$ cat src/rtl/addr_gen_pkg.sv
// Shared types and helpers for the window address sequencer: FSM state
// encoding, window-size derivation and the single-address formula.
package addr_gen_pkg;

  typedef enum logic [1:0] {
    IDLE = 2'd0,
    RUN  = 2'd1,
    DONE = 2'd2
  } state_e;

  function automatic int unsigned data_length(input int unsigned kernel_size);
    return kernel_size * kernel_size;
  endfunction

  // Evaluated at 32 bits; callers truncate to the buffer address width.
  function automatic logic [31:0] window_addr(input logic [31:0] base,
                                              input logic [31:0] size,
                                              input logic [31:0] ox,
                                              input logic [31:0] oy,
                                              input logic [31:0] kx,
                                              input logic [31:0] ky);
    return base + (ox + kx) * size + (oy + ky);
  endfunction

endpackage

$ cat src/rtl/window_addr_calc.sv
// Combinational expansion of one window position into its KERNEL_SIZE^2
// buffer addresses, element kx*KERNEL_SIZE+ky.
module window_addr_calc
  import addr_gen_pkg::*;
#(
  parameter  int unsigned ADDR_WIDTH  = 6,
  parameter  int unsigned KERNEL_SIZE = 3,
  localparam int unsigned DATA_LENGTH = data_length(KERNEL_SIZE)
) (
  input  logic [ADDR_WIDTH-1:0]                   start_addr_i,
  input  logic [ADDR_WIDTH-1:0]                   size_i,
  input  logic [ADDR_WIDTH-1:0]                   ox_i,
  input  logic [ADDR_WIDTH-1:0]                   oy_i,
  output logic [0:DATA_LENGTH-1][ADDR_WIDTH-1:0]  addr_o
);

  always_comb begin
    addr_o = '0;
    for (int kx = 0; kx < int'(KERNEL_SIZE); kx++) begin
      for (int ky = 0; ky < int'(KERNEL_SIZE); ky++) begin
        addr_o[kx*KERNEL_SIZE+ky] = ADDR_WIDTH'(window_addr(32'(start_addr_i), 32'(size_i),
                                                            32'(ox_i), 32'(oy_i),
                                                            32'(kx), 32'(ky)));
      end
    end
  end

endmodule

$ cat src/rtl/window_address_sequencer.sv
// Walks every KERNEL_SIZE x KERNEL_SIZE window of a square map in row-major
// order, one window per handshake. Define ADDRGEN_STRIDE_EN for a programmable stride.
module window_address_sequencer
  import addr_gen_pkg::*;
#(
  parameter  int unsigned ADDR_WIDTH  = 6,
  parameter  int unsigned KERNEL_SIZE = 3,
  localparam int unsigned DATA_LENGTH = data_length(KERNEL_SIZE)
) (
  input  logic                                    i_clk,
  input  logic                                    i_nrst,
  input  logic                                    i_start,
  input  logic                                    i_reg_clear,
  input  logic [ADDR_WIDTH-1:0]                   i_start_addr,
  input  logic [ADDR_WIDTH-1:0]                   i_i_size,
  input  logic [ADDR_WIDTH-1:0]                   i_stride,
  input  logic                                    i_ready,
  output logic                                    o_valid,
  output logic [0:DATA_LENGTH-1][ADDR_WIDTH-1:0]  o_addr,
  output logic [ADDR_WIDTH-1:0]                   o_o_x,
  output logic [ADDR_WIDTH-1:0]                   o_o_y,
  output logic                                    o_busy,
  output logic                                    o_done
);

  // Two spare bits: position + stride + kernel can never wrap.
  localparam int unsigned          CW    = ADDR_WIDTH + 2;
  localparam logic [CW-1:0]        K_CMP = CW'(KERNEL_SIZE);

  state_e                                  state_q, state_d;
  logic [ADDR_WIDTH-1:0]                   base_q, base_d;
  logic [ADDR_WIDTH-1:0]                   size_q, size_d;
  logic [ADDR_WIDTH-1:0]                   ox_q, ox_d;
  logic [ADDR_WIDTH-1:0]                   oy_q, oy_d;
  logic [ADDR_WIDTH-1:0]                   stride;
  logic [0:DATA_LENGTH-1][ADDR_WIDTH-1:0]  addr_q, addr_next;
  logic                                    load_addr;
  logic                                    y_fits, x_fits;

`ifdef ADDRGEN_STRIDE_EN
  logic [ADDR_WIDTH-1:0] stride_q, stride_d;
  assign stride = stride_q;
`else
  logic unused_stride;
  assign stride        = ADDR_WIDTH'(1);
  assign unused_stride = ^i_stride;
`endif

  assign y_fits = (CW'(oy_q) + CW'(stride) + K_CMP) <= CW'(size_q);
  assign x_fits = (CW'(ox_q) + CW'(stride) + K_CMP) <= CW'(size_q);

  always_comb begin
    // NOTE: every signal written here gets a default first, so no latch is inferred.
    state_d   = state_q;
    base_d    = base_q;
    size_d    = size_q;
    ox_d      = ox_q;
    oy_d      = oy_q;
    load_addr = 1'b0;
`ifdef ADDRGEN_STRIDE_EN
    stride_d  = stride_q;
`endif
    if (i_reg_clear) begin
      state_d = IDLE;
      ox_d    = '0;
      oy_d    = '0;
    end else begin
      case (state_q)
        IDLE: begin
          if (i_start) begin
            base_d = i_start_addr;
            size_d = i_i_size;
`ifdef ADDRGEN_STRIDE_EN
            stride_d = (i_stride == '0) ? ADDR_WIDTH'(1) : i_stride;
`endif
            ox_d = '0;
            oy_d = '0;
            if (CW'(i_i_size) < K_CMP) begin
              state_d = DONE;
            end else begin
              state_d   = RUN;
              load_addr = 1'b1;
            end
          end
        end
        RUN: begin
          if (i_ready) begin
            if (y_fits) begin
              oy_d      = oy_q + stride;
              load_addr = 1'b1;
            end else if (x_fits) begin
              ox_d      = ox_q + stride;
              oy_d      = '0;
              load_addr = 1'b1;
            end else begin
              state_d = DONE;
            end
          end
        end
        DONE:    state_d = IDLE;
        default: state_d = IDLE;
      endcase
    end
  end

  // Addresses are precomputed from the next position so outputs stay registered.
  window_addr_calc #(
    .ADDR_WIDTH  (ADDR_WIDTH),
    .KERNEL_SIZE (KERNEL_SIZE)
  ) u_calc (
    .start_addr_i (base_d),
    .size_i       (size_d),
    .ox_i         (ox_d),
    .oy_i         (oy_d),
    .addr_o       (addr_next)
  );

  // NOTE: sequential state uses non-blocking assignments only.
  always_ff @(posedge i_clk or negedge i_nrst) begin
    if (!i_nrst) begin
      state_q <= IDLE;
      base_q  <= '0;
      size_q  <= '0;
      ox_q    <= '0;
      oy_q    <= '0;
      // NOTE: the address bank is a small output register, not a RAM, so it is reset too.
      addr_q  <= '0;
    end else begin
      state_q <= state_d;
      base_q  <= base_d;
      size_q  <= size_d;
      ox_q    <= ox_d;
      oy_q    <= oy_d;
      if (i_reg_clear) begin
        addr_q <= '0;
      end else if (load_addr) begin
        addr_q <= addr_next;
      end
    end
  end

`ifdef ADDRGEN_STRIDE_EN
  always_ff @(posedge i_clk or negedge i_nrst) begin
    if (!i_nrst) begin
      stride_q <= '0;
    end else begin
      stride_q <= stride_d;
    end
  end
`endif

  assign o_valid = (state_q == RUN);
  assign o_done  = (state_q == DONE);
  assign o_busy  = (state_q != IDLE);
  assign o_addr  = addr_q;
  assign o_o_x   = ox_q;
  assign o_o_y   = oy_q;

endmodule

$ cat config.mk
export PLATFORM = sky130hd
export DESIGN_NAME = window_address_sequencer
export DESIGN_NICKNAME = d
export VERILOG_FILES = /design/src/rtl/addr_gen_pkg.sv /design/src/rtl/window_addr_calc.sv /design/src/rtl/window_address_sequencer.sv
export SDC_FILE = /design/constraint.sdc
export NUM_CORES = 1
export LEC_CHECK = 0
export ABC_AREA = 1
export CORE_ASPECT_RATIO = 0.8
export CORE_MARGIN = 10
export CORE_UTILIZATION = 46
export DETAILED_ROUTE_END_ITERATION = 7
export PLACE_DENSITY = 0.69
export SKIP_LAST_GASP = 1
export SLEW_MARGIN = 20
export SYNTH_ARGS = -nofsm -noshare
export SYNTH_HDL_FRONTEND = slang
export SYNTH_HIERARCHICAL = 1
export SYNTH_SLANG_ARGS = --single-unit
$ cat constraint.sdc
create_clock -name i_clk -period 6.08 [get_ports i_clk]
set_clock_uncertainty 0.05 [all_clocks]
set_input_delay 0.912 -clock i_clk [delete_from_list [all_inputs] [get_ports i_clk]]
set_output_delay 0.912 -clock i_clk [all_outputs]
set_load 0.005 [all_outputs]
==> impl_metrics.env <==
export IMPL_worst_path_most_repeated_cell="nand2_1"
export IMPL_yosys_warnings=6
export IMPL_drv_slew=0
export IMPL_start_kind="flip-flop"
export IMPL_fin_util_pct=69.7
export IMPL_vias_per_cell=5.18
export IMPL_end_kind="flip-flop"
export IMPL_synthArstFlopShare_pct=100
export IMPL_place_gp_congestion=0.925
export IMPL_relSlewSlack_pct=47.8
export IMPL_cp_top_family="adder cells"
export IMPL_grt_antenna_before_repair=0
export IMPL_synth_ff_type="dfrtp_1"
export IMPL_routed_wl_mm=27.4
export IMPL_antenna_cells=0
export IMPL_cts_tree="done"
export IMPL_worstPathMaxFanout=6
export IMPL_dr_first_iter_drc_count=705
export IMPL_seqPwrFrac_pct=10.3
export IMPL_clockBufferDepth=2
export IMPL_report_final_hold_viol_count=0
export IMPL_hold_class="in2async"
export IMPL_syn_inst=1137
export IMPL_synthTopCellsByArea="dfrtp_1 (24%), nand2_1 (17%), ha_1 (15%), inv_1 (8.7%), nand3_1 (7.8%)"
export IMPL_ant_nets=0
export IMPL_synth_edf_count=0
export IMPL_grt_start_max_net_pins=62
export IMPL_rsz0062_at_grt="yes"
export IMPL_first_pass_iters=5
export IMPL_pin_count=92
export IMPL_layout_drive_gt1_share_pct=29.9
export IMPL_syn_nets=1289
export IMPL_crit_required_ps=6270
export IMPL_cts_root_buf="clkbuf_16"
export IMPL_crit_start="o_o_x[2]"
export IMPL_multiInputGateArea_mm2=0.00617
export IMPL_nets=1579
export IMPL_final_area_mm2=0.0121
export IMPL_power_total_mw=8.09
export IMPL_dpl_cell_area_mm2=0.0102
export IMPL_clkTransAtPathRegs_ps=80
export IMPL_dieWidth_um=169
export IMPL_yosysTopAreaCellShare_pct=24.4
export IMPL_combPwrFrac_pct=82.5
export IMPL_yosys_area_top_type="dfrtp_1"
export IMPL_min_period_over_period_pct=105
export IMPL_synth_cell_types=39
export IMPL_portBuffers=85
export IMPL_period_minus_slack_ps=6410
export IMPL_clk_latency_ps=360
export IMPL_power_density_mw_per_mm2=666
export IMPL_die_area_mm2=0.0236
export IMPL_worstMarginPinSlew_ps=783
export IMPL_hpwlAfterDp_mm=18.3
export IMPL_crit_path_max_incr_delay_ps=520
export IMPL_overflow=0
export IMPL_outcome="finished with violations"
export IMPL_die_y_um=139
export IMPL_grt_pass1_vias=8422
export IMPL_cts_made_buffers=9
export IMPL_cts_sinks=80
export IMPL_switching_share_pct=46.7
export IMPL_fillerInstances=1292
export IMPL_violations="setup timing"
export IMPL_drc=0
export IMPL_ir_worst_vdd_uv=358
export IMPL_place_ws_ps=-831
export IMPL_leakage_nw=6.41
export IMPL_timing_final_ws_setup_ps=-329
export IMPL_cts_hold_buffers=0
export IMPL_cts_max_level=3
export IMPL_avgSynthCellArea_um2=7.20
export IMPL_seq_area_mm2=0.00200
export IMPL_netlist_area_mm2=0.00819
export IMPL_syn2layout_area_growth_pct=48.3
export IMPL_drv_cap=0
export IMPL_power_internal_mw=4.31
export IMPL_clkPwrFrac_pct=7.3
export IMPL_cp_arrival_ps=6600
export IMPL_coreArea_mm2=0.0174
export IMPL_initial_core_util_pct=47.0
export IMPL_rows=43
export IMPL_crit_slowest_cell="fa_1"
export IMPL_grtUsageTotal_pct=21.8
export IMPL_ys_seq_area_share_pct=24.4
export IMPL_fmax_ghz=0.156
export IMPL_synth_seq_cells=80
export IMPL_grt_first_pass_wirelength_mm=42.6
export IMPL_vias=8590
export IMPL_switching_power_mw=3.78
export IMPL_crit_buf_inv=10
export IMPL_worstReg2RegStart="o_o_x[2]"
export IMPL_detail_route_wl_per_cell_um=16.5
export IMPL_whs_ps=381
export IMPL_setup_viol=15
export IMPL_worstSetupPathType="reg2reg"
==> stage by stage <==
| stage | instances | setup TNS, ps |
|---|---|---|
| final | 1657 | -2800 |
| after global routing | 1657 | -6950 |
| after CTS | 1645 | -726 |
| after detailed placement | 1560 | -9140 |
| after global placement | 1560 | -8960 |
| after floorplan | 1137 | 0 |
==> per-layer routing <==
layer	vias to the layer above	GRT usage [%]	routed length, um
met1	4067	30.0	12400
li1	4145	-	-
met3	57	4.48	1840
met4	0	6.85	642
met2	321	33.6	12500
met5	-	0	0
==> cells in the final DEF, fill, tap and decap left out, types with 20 or more instances in the layout <==
master,count
a21oi_1,26
buf_4,206
buf_6,20
nand2_1,319
inv_1,165
xor2_1,27
dfrtp_1,78
ha_1,69
fa_1,29
nand3_1,118
clkdlybuf4s50_1,84
nor2_1,22
inv_2,24
ha_4,29
nand2_2,43
==> power by group through the flow <==
stage / Sequential (mW) / Combinational, mW / Clock [mW]
detailed placement: 0.834 / 5.05 / 0
CTS: 0.830 / 5.85 / 0.600
floorplan: 0.843 / 3.00 / 0
global route: 0.858 / 7.23 / 0.616
global placement: 0.833 / 4.97 / 0
finish: 0.831 / 6.67 / 0.588
==> final cells by class <==
class	instances	area share (%)
multi-input cells	832	50.8
repair buffers	312	21.8
flip-flops and latches	80	16.5
inverters	192	6.02
well taps	225	2.32
clock buffers	9	1.85
clock inverters	7	0.711
==> logic make-up (layout without fill, tap and decap cells) <==
logic type / count (synthesis) / after routing / synth area share (%)
XOR/XNOR: 55 / 55 / 5.97
buffers and inverters: 225 / 520 / 11.7
AND/OR/NAND/NOR: 553 / 553 / 28.5
adder cells (fa/ha/maj): 129 / 129 / 22.5
AO/OA/AOI/OAI: 88 / 88 / 5.94
flip-flops: 80 / 80 / 24.4
multiplexers: 7 / 7 / 0.963
==> state kept, by name, summed over array words and instances, names as in the netlist <==
register	flops
base_q	6
o_addr	54
o_o_x	6
o_o_y	6
size_q	6
state_q	2
==> final timing paths <==
path,cells past startpoint,end,slack (ps)
setup reg to reg,40,o_addr[11],-330
hold reg to reg,2,o_addr[34],420
hold / removal,1,o_o_x[3],380
setup / recovery,40,o_addr[11],-330
min in group i_clk,2,o_addr[34],420
max in group asynchronous,2,o_o_y[2],4490
==> what timing repair did <==
action | CTS | global route
buffers inserted | 71 | 17
setup endpoints to repair | 24 | 28
pin swaps | 72 | 88
resized for setup | 99 | 119
==> synthesized netlist by cell type, types with 7 or more instances <==
cell type and n:
nand2_1 362, inv_1 190, xor2_1 38, o21ai_0 22, clkbuf_1 9, ha_1 99, buf_2 8, a21oi_1 46
nand3_1 128, dfrtp_1 80, xnor2_1 16, fa_1 30, nand3b_1 8, mux2_2 7, nand4_1 7, buf_6 11
nor2_1 33
No activity file was read; power rests on OpenSTA's default activity.
